File: config.mk
export PLATFORM = sky130hd
export DESIGN_NAME = bucket_code_tx
export DESIGN_NICKNAME = d
export VERILOG_FILES = /design/src/rtl/bucket_pkg.sv /design/src/rtl/code_fifo.sv /design/src/rtl/bucket_code_tx.sv
export SDC_FILE = /design/constraint.sdc
export NUM_CORES = 1
export LEC_CHECK = 0
export BUFFER_PORTS_ARGS = -buffer_cell sky130_fd_sc_hd__buf_2
export CAP_MARGIN = 0
export CORE_MARGIN = 4
export CORE_UTILIZATION = 60
export DETAILED_ROUTE_END_ITERATION = 12
export PLACE_DENSITY = 0.83
export SETUP_SLACK_MARGIN = 0.1
export SLEW_MARGIN = 10
export SYNTH_ARGS = -nofsm -noshare
export SYNTH_HDL_FRONTEND = slang
export SYNTH_SLANG_ARGS = --single-unit
File: constraint.sdc
create_clock -name c -period 5.56 [get_ports c]
set_clock_uncertainty 0.2 [all_clocks]
set_input_delay 0.556 -clock c [delete_from_list [all_inputs] [get_ports c]]
set_output_delay 0.556 -clock c [all_outputs]
set_load 0.1 [all_outputs]
File: src/rtl/bucket_pkg.sv
// Shared types and the code-to-word decode for the bucket stimulus transmitter.
package bucket_pkg;
  localparam int CODE_W   = 4;
  localparam int WORD_W   = 10;
  localparam int MAX_CODE = 9;

  localparam logic [WORD_W-1:0] TRIG_WORD = 10'b00_0000_1011;

  typedef enum logic [1:0] {
    IDLE,
    EMIT,
    TRIG
  } tx_state_e;

  // Lowest value of each encoder bucket; illegal codes decode to 0.
  function automatic logic [WORD_W-1:0] bucket_decode(input logic [CODE_W-1:0] code);
    logic [WORD_W-1:0] w;
    w = '0;
    if (code == CODE_W'(1))
      w = WORD_W'(1);
    else if (code >= CODE_W'(2) && code <= CODE_W'(MAX_CODE))
      w = WORD_W'(1) << code;
    return w;
  endfunction
endpackage

File: src/rtl/code_fifo.sv
// Synchronous code FIFO; pointers carry one extra wrap bit to tell full from empty.
module code_fifo #(
  parameter int DEPTH = 4,
  parameter int W     = 4
) (
  input  logic         c,
  input  logic         rst_n,
  input  logic         push,
  input  logic         pop,
  input  logic [W-1:0] wdata,
  output logic [W-1:0] rdata,
  output logic         full,
  output logic         empty
);
  localparam int AW = $clog2(DEPTH);

  logic [W-1:0] mem [DEPTH];
  logic [AW:0]  wptr, rptr;
  logic         do_push, do_pop;

  assign full    = (wptr[AW] != rptr[AW]) && (wptr[AW-1:0] == rptr[AW-1:0]);
  assign empty   = (wptr == rptr);
  assign do_push = push & ~full;
  assign do_pop  = pop & ~empty;
  assign rdata   = mem[rptr[AW-1:0]];

  always_ff @(posedge c) begin
    if (!rst_n) begin
      wptr <= '0;
      rptr <= '0;
    end else begin
      if (do_push) wptr <= wptr + (AW+1)'(1);
      if (do_pop)  rptr <= rptr + (AW+1)'(1);
    end
  end

  // Storage needs no reset: it is only read behind a valid pointer.
  always_ff @(posedge c) begin
    if (do_push) mem[wptr[AW-1:0]] <= wdata;
  end
endmodule

File: src/rtl/bucket_code_tx.sv
// Expands queued bucket codes into checker stimulus words, each held HOLD clocks.
// BUCKET_TX_TRIG_EN compiles in the one-shot capture-trigger word path.
module bucket_code_tx
  import bucket_pkg::*;
#(
  parameter int HOLD  = 1,
  parameter int DEPTH = 4
) (
  input  logic              c,
  input  logic              rst_n,
  input  logic [CODE_W-1:0] in_code,
  input  logic              in_valid,
  output logic              in_ready,
  input  logic              trig_req,
  output logic [WORD_W-1:0] o,
  output logic              o_valid,
  output logic              busy,
  output logic              err
);
  localparam int CW = (HOLD > 1) ? $clog2(HOLD) : 1;

  tx_state_e         state, state_nxt;
  logic [WORD_W-1:0] word_q, word_nxt;
  logic [CW-1:0]     cnt_q, cnt_nxt;
  logic [CODE_W-1:0] head;
  logic              full, empty, push, pop, legal, last, trig_go;

  assign legal    = (in_code <= CODE_W'(MAX_CODE));
  assign in_ready = rst_n & ~full;
  assign push     = in_valid & in_ready & legal;
  assign last     = (cnt_q == CW'(HOLD-1));
  assign busy     = (state != IDLE) | ~empty;

  code_fifo #(.DEPTH(DEPTH), .W(CODE_W)) u_fifo (
    .c     (c),
    .rst_n (rst_n),
    .push  (push),
    .pop   (pop),
    .wdata (in_code),
    .rdata (head),
    .full  (full),
    .empty (empty)
  );

`ifdef BUCKET_TX_TRIG_EN
  logic pend_q;
  logic enter_trig;

  assign trig_go    = pend_q;
  assign enter_trig = (state_nxt == TRIG) && (state != TRIG);

  // A request landing on the entry cycle re-arms the flag for a later trigger.
  always_ff @(posedge c) begin
    if (!rst_n) pend_q <= 1'b0;
    else        pend_q <= (pend_q & ~enter_trig) | trig_req;
  end
`else
  logic unused_trig;
  assign unused_trig = trig_req;
  assign trig_go     = 1'b0;
`endif

  always_ff @(posedge c) begin
    if (!rst_n) begin
      state  <= IDLE;
      word_q <= '0;
      cnt_q  <= '0;
      err    <= 1'b0;
    end else begin
      state  <= state_nxt;
      word_q <= word_nxt;
      cnt_q  <= cnt_nxt;
      err    <= in_valid & ~legal;
    end
  end

  always_comb begin
    state_nxt = state;
    word_nxt  = word_q;
    cnt_nxt   = cnt_q;
    pop       = 1'b0;
    case (state)
      IDLE: begin
        if (trig_go) begin
          state_nxt = TRIG;
        end else if (!empty) begin
          pop       = 1'b1;
          word_nxt  = bucket_decode(head);
          cnt_nxt   = '0;
          state_nxt = EMIT;
        end
      end
      EMIT: begin
        if (!last) begin
          cnt_nxt = cnt_q + CW'(1);
        end else if (trig_go) begin
          state_nxt = TRIG;
        end else if (!empty) begin
          // Reload on the boundary so consecutive words abut with no gap.
          pop      = 1'b1;
          word_nxt = bucket_decode(head);
          cnt_nxt  = '0;
        end else begin
          state_nxt = IDLE;
        end
      end
      TRIG:    state_nxt = IDLE;
      default: state_nxt = IDLE;
    endcase
  end

  always_comb begin
    o       = '0;
    o_valid = 1'b0;
    case (state)
      EMIT: begin
        o       = word_q;
        o_valid = 1'b1;
      end
`ifdef BUCKET_TX_TRIG_EN
      TRIG: begin
        o       = TRIG_WORD;
        o_valid = 1'b1;
      end
`endif
      default: ;
    endcase
  end
endmodule
==> impl_metrics.toml <==
[outcome]
status = "completed"

[grt]
antenna_found_initial = 0
grt_pass1_vias = 979
grt_first_pass_wirelength_um = 4471
grt_max_degree = 16
grt_usage_pct = 17.66
grt_overflow = 0

[power]
power-per-cell-area_nw_per_um2 = 321.0
p_leak_uw = 0.0007217
ir_drop_v = 0.0003991

[flow_run]
cap_violations = 0

[clock_tree]
numCtsBuffers = 5
ctsResizeCount = 0
clk_path_buf_depth = 2
clock_sinks = 36
cts_setup_buffers = 0
root_buffer = "clkbuf_4"
hold_buffers = 0
cts_tree = "yes"
htree_num_levels = 2
clk_latency_ps = 330
clkTransAtPathRegs_ps = 110

[drt]
vias_per_cell = 5.280
drc = 0
drt_pass1_iterations = 4
vias = 961
routed_wl_um = 2587
drt_iter0_drc = 32
wl_per_cell_um = 14.21
detail-route-antenna-nets = 0

[sta]
fin_ws_ps = 2823
timing.final.crit_share_pct = 49.23
setup_viol = 0
tightest_slew_ps = 498.0
rsz0062_at_grt = "no"
finalHoldViolCount = 0
setup_tns_ps = 0
max_freq_mhz = 365.4
period_minus_slack_ps = 2737
slew_headroom_pct = 66.76
slew_viol_final = 0

[setup_path]
path_cells = "xnor2_2 > nand3_2 > inv_2 > ha_1 > inv_1 > buf_2"
rrSetupSlack_ps = 3500
crit_arrival_ps = 1980
crit_type = "register to primary output"
crit_path_start_kind = "register"
cp_max_fo = 8
end_kind = "primary output"
crit_slowest_cell = "dfxtp_1"
cp_data_required_time_ps = 4800
max_stage_delay_ps = 400
crit_buf_inv = 3
crit_family = "buffers and inverters"

[synthesis]
syn_inst = 126
syn_avg_cell_area_um2 = 12.69
synth_nets = 142
synth.distinct_cells = 30
yosysSeqAreaShare_pct = 55.09
yosys.area.top_type_share_pct = 30.05
ys_ff_latch = 36
ys_warn_count = 0
synth_largest_area_cell = "edfxtp_1"
synth_area_leaders = "edfxtp_1, dfxtp_1, ha_1, mux4_2, and2_1"
netlist_area_um2 = 1599

[cells_and_area]
area.growth.synth_to_final_pct = 13.15
final_nets = 167
fill_cells = 195
layout-drive-gt1-share_pct = 29.61
n_antenna_cell = 0
multiInputGateArea_um2 = 688.2
final_area_um2 = 1809
regArea_um2 = 880.8

[die]
die_w_um = 59.63
die-area_um2 = 3555
start_util_pct = 63.96
num_io_pins = 22
row_count = 18
dieHeight_um = 59.63
coreArea_um2 = 2500

[place]
dp_hpwl_um = 1997
post-place-ws_ps = 3192
placed_area_um2 = 1729
gp_congestion = 0.8334
port_buffers = 20

[min_path]
min_path_type = "primary input to register"
where the power goes:
group | switching (uW) | internal [uW] | leakage, uW
clock network | 86.6 | 93.7 | 0.0000412
registers | 10.9 | 283 | 0.000306
logic | 79.5 | 26.8 | 0.000374
kinds of logic after synthesis:
family,count (synthesis),synth area share [%]
adders and majority gates,8,6.260
muxes,7,7.512
xor gates and xnor gates,7,4.773
and+or+nand+nor,45,16.20
DFF,36,55.09
buffers and inverters,8,1.878
AOI/OAI and AO/OA,15,8.295
metal layers:
layer | vias up | global-route usage [%] | part of all wire [%] | routed length [um]
li1 | 492 | - | - | -
met1 | 445 | 19.66 | 42 | 1091
met2 | 22 | 30.11 | 51 | 1314
met3 | 2 | 6.536 | 6.1 | 158
met4 | 0 | 7.595 | 0.89 | 23
met5 | - | 0 | 0 | 0
placed cells by master, fill, tap and decap left out, drive strengths merged, types with 2 or more instances in the layout:
cell / synthesis / layout
dfxtp: 20 / 20
buf: 0 / 20
edfxtp: 16 / 16
and2: 15 / 15
nor2: 12 / 12
ha: 8 / 8
nand2: 7 / 7
inv: 6 / 6
xnor2: 6 / 6
a21oi: 5 / 5
clkbuf: 2 / 5
nand3: 5 / 5
mux4: 4 / 4
mux2i: 3 / 3
a22o: 3 / 3
nor2b: 3 / 3
a32o: 2 / 2
and3: 2 / 2
a31oi: 2 / 2
cell usage after synthesis:
library cell	number
and3_1	2
clkbuf_1	2
o21a_1	1
and2_4	1
nand2_1	7
dfxtp_1	20
nand3_1	4
a22o_1	3
and2_1	11
a311oi_4	1
nor2_1	12
ha_1	8
a21oi_1	5
mux4_2	4
nand3_2	1
a31o_2	1
xnor2_2	2
a31oi_1	1
edfxtp_1	16
inv_1	5
and2_2	3
inv_2	1
a31oi_2	1
nor2b_2	1
mux2i_1	3
nor2b_1	2
a32o_1	2
nor4b_4	1
xnor2_1	4
xor2_1	1
registers in the layout, summed over array words and instances (netlist names), named ones only:
name and flops:
u_fifo.wptr 3, u_fifo.rptr 3, u_fifo.mem 16, word_q 10, state 1, err 1
area by class of cell:
type                       instances  share of cell area, %
clock inverter                     3                  2.351
multi-input combinational         82                  38.04
tap                               30                  2.075
clock buffer                       5                  2.075
sequential                        36                  48.69
inverter                           6                  1.245
timing repair buffer              20                  5.532
per-stage QoR:
| stage | utilization, % | instances | hold WS [ps] | power (uW) |
|---|---|---|---|---|
| 2_1_floorplan | - | 126 | 227.3 | 387.4 |
| 3_3_place_gp | 69.17 | 174 | 236.2 | 403.6 |
| 3_5_place_dp | 69.17 | 174 | 245.9 | 407.5 |
| 4_1_cts | 72.37 | 182 | 219.6 | 587.0 |
| 5_1_grt | 72.37 | 182 | 217.9 | 610.8 |
| 6_report | 72.37 | 182 | 239.7 | 580.8 |
path summary, 6_finish.rpt:
kind	startpoint	endpoint	cells past startpoint
worst max-delay path	u_fifo.wptr[0]	busy	6
worst min-delay path	in_code[0]	u_fifo.mem[0][0]	1
worst max register to register	u_fifo.wptr[0]	u_fifo.rptr[0]	7
worst min register to register	word_q[8]	word_q[8]	2
(Power assumes the default switching activity.)
